==> src/rtl/countdown_seq_ctrl_if.sv <==
// Handshake/bus bundle between the button front end, the countdown
// sequencing controller and the down-counter / seven-segment mux.
// master: the side that drives buttons, preset and zero (lab top / bench).
// slave : the sequencing controller itself.
interface countdown_seq_ctrl_if;
    logic       btn_start;
    logic       btn_clear;
    logic [7:0] preset;
    logic       zero;
    logic       load;
    logic       decrease;
    logic [1:0] state;
    logic       done_led;
    logic       run_led;
    logic       digit_sel;

    modport master (
        output btn_start, btn_clear, preset, zero,
        input  load, decrease, state, done_led, run_led, digit_sel
    );

    modport slave (
        input  btn_start, btn_clear, preset, zero,
        output load, decrease, state, done_led, run_led, digit_sel
    );
endinterface

==> src/rtl/countdown_seq_ctrl.sv <==
// Sequencing controller for the two-digit BCD countdown lab.
// Turns debounced start/stop and clear levels into an IDLE/RUN/PAUSE/DONE
// state machine, generates the one-cycle decrement strobe from a prescaler
// and runs the free-running digit-scan select for the seven-segment mux.
// The state is exported on bus.state for observation.
// rst_n is active HIGH and synchronous (name kept for the existing codebase).
// Optional macro AUTO_RELOAD_EN: when defined, reaching zero in RUN spends one
// cycle in IDLE (reloading the preset, done_led pulsing) and then returns to
// RUN automatically; when undefined, zero in RUN parks the block in DONE.
module countdown_seq_ctrl #(
    parameter int TICK_DIV = 100000000,
    parameter int SCAN_DIV = 65536
) (
    input logic               clk,
    input logic               rst_n,
    countdown_seq_ctrl_if.slave bus
);

    typedef enum logic [1:0] {
        IDLE  = 2'b00,
        RUN   = 2'b01,
        PAUSE = 2'b10,
        DONE  = 2'b11
    } state_t;

    localparam int TW = (TICK_DIV > 1) ? $clog2(TICK_DIV) : 1;
    localparam int SW = (SCAN_DIV > 1) ? $clog2(SCAN_DIV) : 1;
    localparam logic [TW-1:0] TICK_LAST = TW'(TICK_DIV - 1);
    localparam logic [SW-1:0] SCAN_LAST = SW'(SCAN_DIV - 1);

    state_t        cur_state;
    logic [TW-1:0] tick_cnt;
    logic [SW-1:0] scan_cnt;
    logic          decrease_r;
    logic          digit_sel_r;
    logic          start_hist;
    logic          clear_hist;
    logic          start_p;
    logic          clear_p;
`ifdef AUTO_RELOAD_EN
    logic          reload_cyc;
`endif

    // Rising-edge pulses of the debounced button levels.
    assign start_p = bus.btn_start & ~start_hist;
    assign clear_p = bus.btn_clear & ~clear_hist;

    // Main FSM, prescaler and registered decrement strobe. The prescaler only
    // advances on cycles where RUN continues into RUN, so pausing freezes the
    // partial period and decrease can never land in a non-RUN cycle.
    always_ff @(posedge clk) begin
        if (rst_n) begin
            cur_state  <= IDLE;
            tick_cnt   <= '0;
            decrease_r <= 1'b0;
            start_hist <= 1'b0;
            clear_hist <= 1'b0;
`ifdef AUTO_RELOAD_EN
            reload_cyc <= 1'b0;
`endif
        end else begin
            start_hist <= bus.btn_start;
            clear_hist <= bus.btn_clear;
            decrease_r <= 1'b0;
            if (clear_p) begin
                cur_state <= IDLE;
                tick_cnt  <= '0;
`ifdef AUTO_RELOAD_EN
                reload_cyc <= 1'b0;
            end else if (reload_cyc) begin
                // One-cycle reload in IDLE is over: resume counting.
                cur_state  <= RUN;
                tick_cnt   <= '0;
                reload_cyc <= 1'b0;
`endif
            end else begin
                case (cur_state)
                    IDLE: begin
                        tick_cnt <= '0;
                        if (start_p && (bus.preset != 8'h00)) cur_state <= RUN;
                    end
                    RUN: begin
                        if (bus.zero) begin
                            tick_cnt <= '0;
`ifdef AUTO_RELOAD_EN
                            cur_state  <= IDLE;
                            reload_cyc <= 1'b1;
`else
                            cur_state <= DONE;
`endif
                        end else if (start_p) begin
                            cur_state <= PAUSE;
                        end else if (tick_cnt == TICK_LAST) begin
                            tick_cnt   <= '0;
                            decrease_r <= 1'b1;
                        end else begin
                            tick_cnt <= tick_cnt + TW'(1);
                        end
                    end
                    PAUSE: begin
                        if (start_p) cur_state <= RUN;
                    end
                    DONE: begin
                        tick_cnt <= '0;
                    end
                    default: begin
                        cur_state <= IDLE;
                        tick_cnt  <= '0;
                    end
                endcase
            end
        end
    end

    // Free-running digit scan, independent of the FSM.
    always_ff @(posedge clk) begin
        if (rst_n) begin
            scan_cnt    <= '0;
            digit_sel_r <= 1'b0;
        end else if (scan_cnt == SCAN_LAST) begin
            scan_cnt    <= '0;
            digit_sel_r <= ~digit_sel_r;
        end else begin
            scan_cnt <= scan_cnt + SW'(1);
        end
    end

    assign bus.state     = cur_state;
    assign bus.load      = (cur_state == IDLE);
    assign bus.run_led   = (cur_state == RUN);
`ifdef AUTO_RELOAD_EN
    assign bus.done_led  = (cur_state == DONE) | reload_cyc;
`else
    assign bus.done_led  = (cur_state == DONE);
`endif
    assign bus.decrease  = decrease_r;
    assign bus.digit_sel = digit_sel_r;

endmodule

==> src/flat_wrapper.sv <==
// flat-port wrapper written by rule: the top's interface ports become plain ports
module countdown_seq_ctrl_flat 
#(
    parameter int TICK_DIV = 100000000,
    parameter int SCAN_DIV = 65536
)
  (clk, rst_n, bus_btn_start, bus_btn_clear, bus_preset, bus_zero, bus_load, bus_decrease, bus_state, bus_done_led, bus_run_led, bus_digit_sel);
  countdown_seq_ctrl_if bus_i ();
  input logic clk;
  input logic rst_n;
  input wire logic [$bits(bus_i.btn_start)-1:0] bus_btn_start;
  input wire logic [$bits(bus_i.btn_clear)-1:0] bus_btn_clear;
  input wire logic [$bits(bus_i.preset)-1:0] bus_preset;
  input wire logic [$bits(bus_i.zero)-1:0] bus_zero;
  output wire logic [$bits(bus_i.load)-1:0] bus_load;
  output wire logic [$bits(bus_i.decrease)-1:0] bus_decrease;
  output wire logic [$bits(bus_i.state)-1:0] bus_state;
  output wire logic [$bits(bus_i.done_led)-1:0] bus_done_led;
  output wire logic [$bits(bus_i.run_led)-1:0] bus_run_led;
  output wire logic [$bits(bus_i.digit_sel)-1:0] bus_digit_sel;
  assign bus_i.btn_start = bus_btn_start;
  assign bus_i.btn_clear = bus_btn_clear;
  assign bus_i.preset = bus_preset;
  assign bus_i.zero = bus_zero;
  assign bus_load = bus_i.load;
  assign bus_decrease = bus_i.decrease;
  assign bus_state = bus_i.state;
  assign bus_done_led = bus_i.done_led;
  assign bus_run_led = bus_i.run_led;
  assign bus_digit_sel = bus_i.digit_sel;
  countdown_seq_ctrl #(.TICK_DIV(TICK_DIV), .SCAN_DIV(SCAN_DIV)) u_core (.clk(clk), .rst_n(rst_n), .bus(bus_i));
endmodule
==> config.mk <==
export PLATFORM = sky130hd
export DESIGN_NAME = countdown_seq_ctrl_flat
export DESIGN_NICKNAME = d
export VERILOG_FILES = /design/src/rtl/countdown_seq_ctrl_if.sv /design/src/rtl/countdown_seq_ctrl.sv /design/src/flat_wrapper.sv
export SDC_FILE = /design/constraint.sdc
export NUM_CORES = 1
export LEC_CHECK = 0
export ABC_AREA = 1
export CAP_MARGIN = 20
export CORE_MARGIN = 1
export CORE_UTILIZATION = 53
export CTS_BUF_LIST = sky130_fd_sc_hd__clkbuf_8 sky130_fd_sc_hd__clkbuf_16
export CTS_CLUSTER_DIAMETER = 120
export DETAILED_ROUTE_END_ITERATION = 8
export GPL_TIMING_DRIVEN = 0
export PLACE_DENSITY = 0.76
export RECOVER_POWER = 50
export SLEW_MARGIN = 25
export SYNTH_ARGS = -nofsm -noshare
export SYNTH_HDL_FRONTEND = slang
export SYNTH_SLANG_ARGS = --single-unit
==> constraint.sdc <==
create_clock -name clk -period 1.5 [get_ports clk]
set_input_delay 0.225 -clock clk [delete_from_list [all_inputs] [get_ports clk]]
set_output_delay 0.225 -clock clk [all_outputs]
set_load 0.02 [all_outputs]
==> run_results.csv <==
group,metric,value,unit
place,place_hpwl,4900,µm
worst_setup_path,worst-setup-path-type,"flop to flop",
yosys,ys_types,31,
global_routing,use_met1,0.324,
power_and_ir_drop,vdd_drop_max,589,µV
clock_network,cts_tree,"yes",
worst_setup_path,crit_top_cell,"nor2_1",
layout,antenna_cells,0,
layout,drive_gt1_frac,0.303,
drt,routedWlPerCell,14.1,µm
place,gp_congestion,0.949,
worst_setup_path,cp_cell_sequence,"inv_6 -> ha_4 -> inv_2 -> nor2_1 -> nand2_1 -> nand2_4 -> buf_12 -> nor2_4 -> nand3_2 -> o21ai_1 -> inv_1 -> nor2_1",
timing,finalSetupViolCount,26,
worst_setup_path,worstPathArrival,1880,ps
yosys,synth.yosys.seq_area_share,0.351,
clock_network,clk_latency,300,ps
clock_network,cts_buffer_depth,2,
run_status,outcome,"finished, violations left",
floorplan,die_w,74.6,µm
worst_setup_path,cp_max_fo,6,
job,maxCapViolations,0,
run_status,violations,"setup timing",
power_and_ir_drop,pwr-share-comb,0.190,
floorplan,ios,20,
place,numPortBuffers,19,
timing,drv_slew,0,
global_routing,top_usage_layer,"met2",
clock_network,cts_sinks,49,
timing,tightest_slew,402,ps
floorplan,initial_core_util,0.548,
global_routing,grt.total_usage,0.288,
worst_setup_path,required,1740,ps
floorplan,dieArea,5570,µm²
yosys,synthesis.nets,450,
layout,nets,507,
drt,drt_pass1_iterations,6,
power_and_ir_drop,clock_power_share,0.323,
floorplan,die_h,74.6,µm
clock_network,cts_root_buffer,"clkbuf_8",
worst_setup_path,max_stage_delay,380,ps
clock_network,cts.hold.buffers_added,0,
place,dp_cells,520,
timing,period_share,1.09,
timing,rsz0062_at_grt,"yes",
drt,vias,2981,
yosys,synth_top_flop_cell,"dfxtp_1",
drt,initialDrtViolationCount,181,
drt,drt-total-wl,7910,µm
timing,maxSlewHeadroom,0.730,
timing,hold_viol,0,
global_routing,grtUsageMet3,0.0643,
power_and_ir_drop,internal_power,1.99,mW
power_and_ir_drop,pwr-share-seq,0.486,
global_routing,groute.layer.met2.usage,0.526,
drt,viasPerCell,5.33,
global_routing,grt_pass1_wl,12200,µm
clock_network,clk_pin_slew,100,ps
global_routing,grt_pass1_vias,2815,
timing,setup_tns,-2130,ps
yosys,synthArstFlopShare,0,
worst_setup_path,start_kind,"flop",
power_and_ir_drop,p_leak,1.52,nW
worst_setup_path,cp_slowest_cell,"dfxtp_4",
worst_setup_path,worstSetupEndpointType,"flop",
place,place_area,3140,µm²
yosys,synth-edff-count,0,
clock_network,htreeDepth,2,
layout,fin_cells,559,
drt,drc,0,
yosys,ys_ff_latch,49,
global_routing,grt_max_degree,17,
drt,antenna_left,0,
timing,fin_ws,-142,ps
floorplan,core,5110,µm²
layout,finalInstanceArea,3820,µm²
yosys,ys_warn_count,0,
power_and_ir_drop,p_sw,0.750,mW
layout,area_growth,36.6,%
timing,fmax,0.609,GHz
floorplan,rows,26,
yosys,avgSynthCellArea,6.49,µm²
min_path,worstHoldPathType,"flop to flop",
global_routing,grt_antenna_before_repair,0,
timing,whs,444,ps
timing,skew,12.5,ps
power_and_ir_drop,power_density,718,nW/µm²
clock_network,numCtsBuffers,5,
yosys,synth_area,2800,µm²
power_and_ir_drop,switching_share,0.273,
global_routing,grt_overflow,0,
timing,finalCriticalPeriod,1640,ps
layout,finish.utilization,0.748,
yosys,syn_inst,431,
-- metal layers --
metal  vias to the layer above  wire [µm]
li1                       1454          -
met3                        35        462
met2                       115       4010
met1                      1377       3130
met5                         -          0
met4                         0        308
-- Yosys cell counts, types with 3 or more instances --
| master | n | share of area |
|---|---|---|
| xnor2_1 | 3 | 0.0094 |
| nor2_2 | 13 | 0.029 |
| o21bai_1 | 4 | 0.011 |
| nor2_1 | 81 | 0.11 |
| dfxtp_1 | 49 | 0.35 |
| inv_1 | 61 | 0.082 |
| nand2_1 | 107 | 0.14 |
| nor3b_1 | 4 | 0.011 |
| or2_2 | 4 | 0.0089 |
| o21ai_0 | 10 | 0.018 |
| ha_1 | 6 | 0.027 |
| a21oi_1 | 15 | 0.027 |
| nand4_1 | 6 | 0.013 |
| nand2_2 | 4 | 0.0089 |
| xor2_1 | 8 | 0.025 |
| nand3_1 | 33 | 0.059 |
| nor3_1 | 3 | 0.0054 |
-- worst max-delay path, delay by kind of cell, from the launching register on --
family                   cells  cell delay, ps
buffers and inverters        4             290
flip-flops                   1             380
AND/OR/NAND/NOR              6             600
adder cells (fa/ha/maj)      1             150
AO/OA/AOI/OAI                1             130
-- stage by stage --
step | setup WS, ps | power (mW)
after floorplan | -25.0 | 1.59
after global placement | -798 | 1.69
after detailed placement | -769 | 1.69
after CTS | -137 | 2.72
after global routing | -234 | 2.86
final | -142 | 2.74
-- sequential cells by signal, indices dropped and copies added, names as in the netlist --
register	count
u_core.clear_hist	1
u_core.bus.decrease	1
u_core.start_hist	1
u_core.bus.digit_sel	1
u_core.bus.state	2
u_core.tick_cnt	27
u_core.scan_cnt	16
-- worst paths after layout --
kind	from	end	slack (ps)	cells after the start
hold reg to reg	u_core.scan_cnt[0]	u_core.scan_cnt[0]	440	1
setup reg to reg	u_core.bus.state[1]	u_core.tick_cnt[19]	-140	12
setup / recovery	u_core.bus.state[1]	u_core.tick_cnt[19]	-140	12
hold / removal	u_core.scan_cnt[0]	u_core.scan_cnt[0]	440	1
-- placed cells by master (no fill, tap or decap), types with 4 or more instances in the layout --
cell type / n
nor2_4: 13
buf_12: 4
nand2_2: 11
or2_2: 4
xor2_1: 8
nand4_1: 6
buf_4: 24
o21ai_0: 4
dfxtp_2: 12
nand2_1: 94
nor2_2: 22
o21bai_1: 4
ha_4: 4
a21oi_1: 9
clkdlybuf4s50_1: 11
inv_1: 57
clkbuf_8: 5
nor3b_1: 4
dfxtp_1: 34
nand3_1: 27
nand3_2: 6
buf_6: 5
a21oi_2: 6
nor2_1: 61
nand2_4: 8
o21ai_1: 4
-- power groups by stage --
stage               clock [mW]  sequential, mW  combinational, mW
CTS                      0.910            1.33              0.475
global placement             0            1.36              0.331
detailed placement           0            1.36              0.334
global route             0.961            1.34              0.558
floorplan                    0            1.36              0.221
finish                   0.887            1.33              0.522
-- cells by family (layout without fill, tap and decap cells) --
group / Yosys count / after routing / synth area share
AOI/OAI and AO/OA: 33 / 33 / 0.0649
and+or+nand+nor: 266 / 266 / 0.426
adders and majority gates: 6 / 6 / 0.0268
xor gates and xnor gates: 11 / 11 / 0.0345
buffers and inverters: 66 / 124 / 0.0966
DFF: 49 / 49 / 0.351
-- layout make-up --
| cell class | count | area, µm² |
|---|---|---|
| fill | 396 | 1290 |
| multi-input combinational | 316 | 1860 |
| buffer | 3 | 38.8 |
| tap | 70 | 87.6 |
| clock buffer | 6 | 93.8 |
| inverter | 62 | 240 |
| timing repair buffer | 51 | 477 |
| clock inverter | 2 | 16.3 |
| sequential | 49 | 1010 |
-- repair_timing --
action / in CTS / in global routing
setup buffers: 25 / 6
pin swaps: 23 / 18
cloned: 1 / 1
resized for setup: 51 / 57
setup endpoints to repair: 46 / 50
Power figures use the tool's default switching activity.
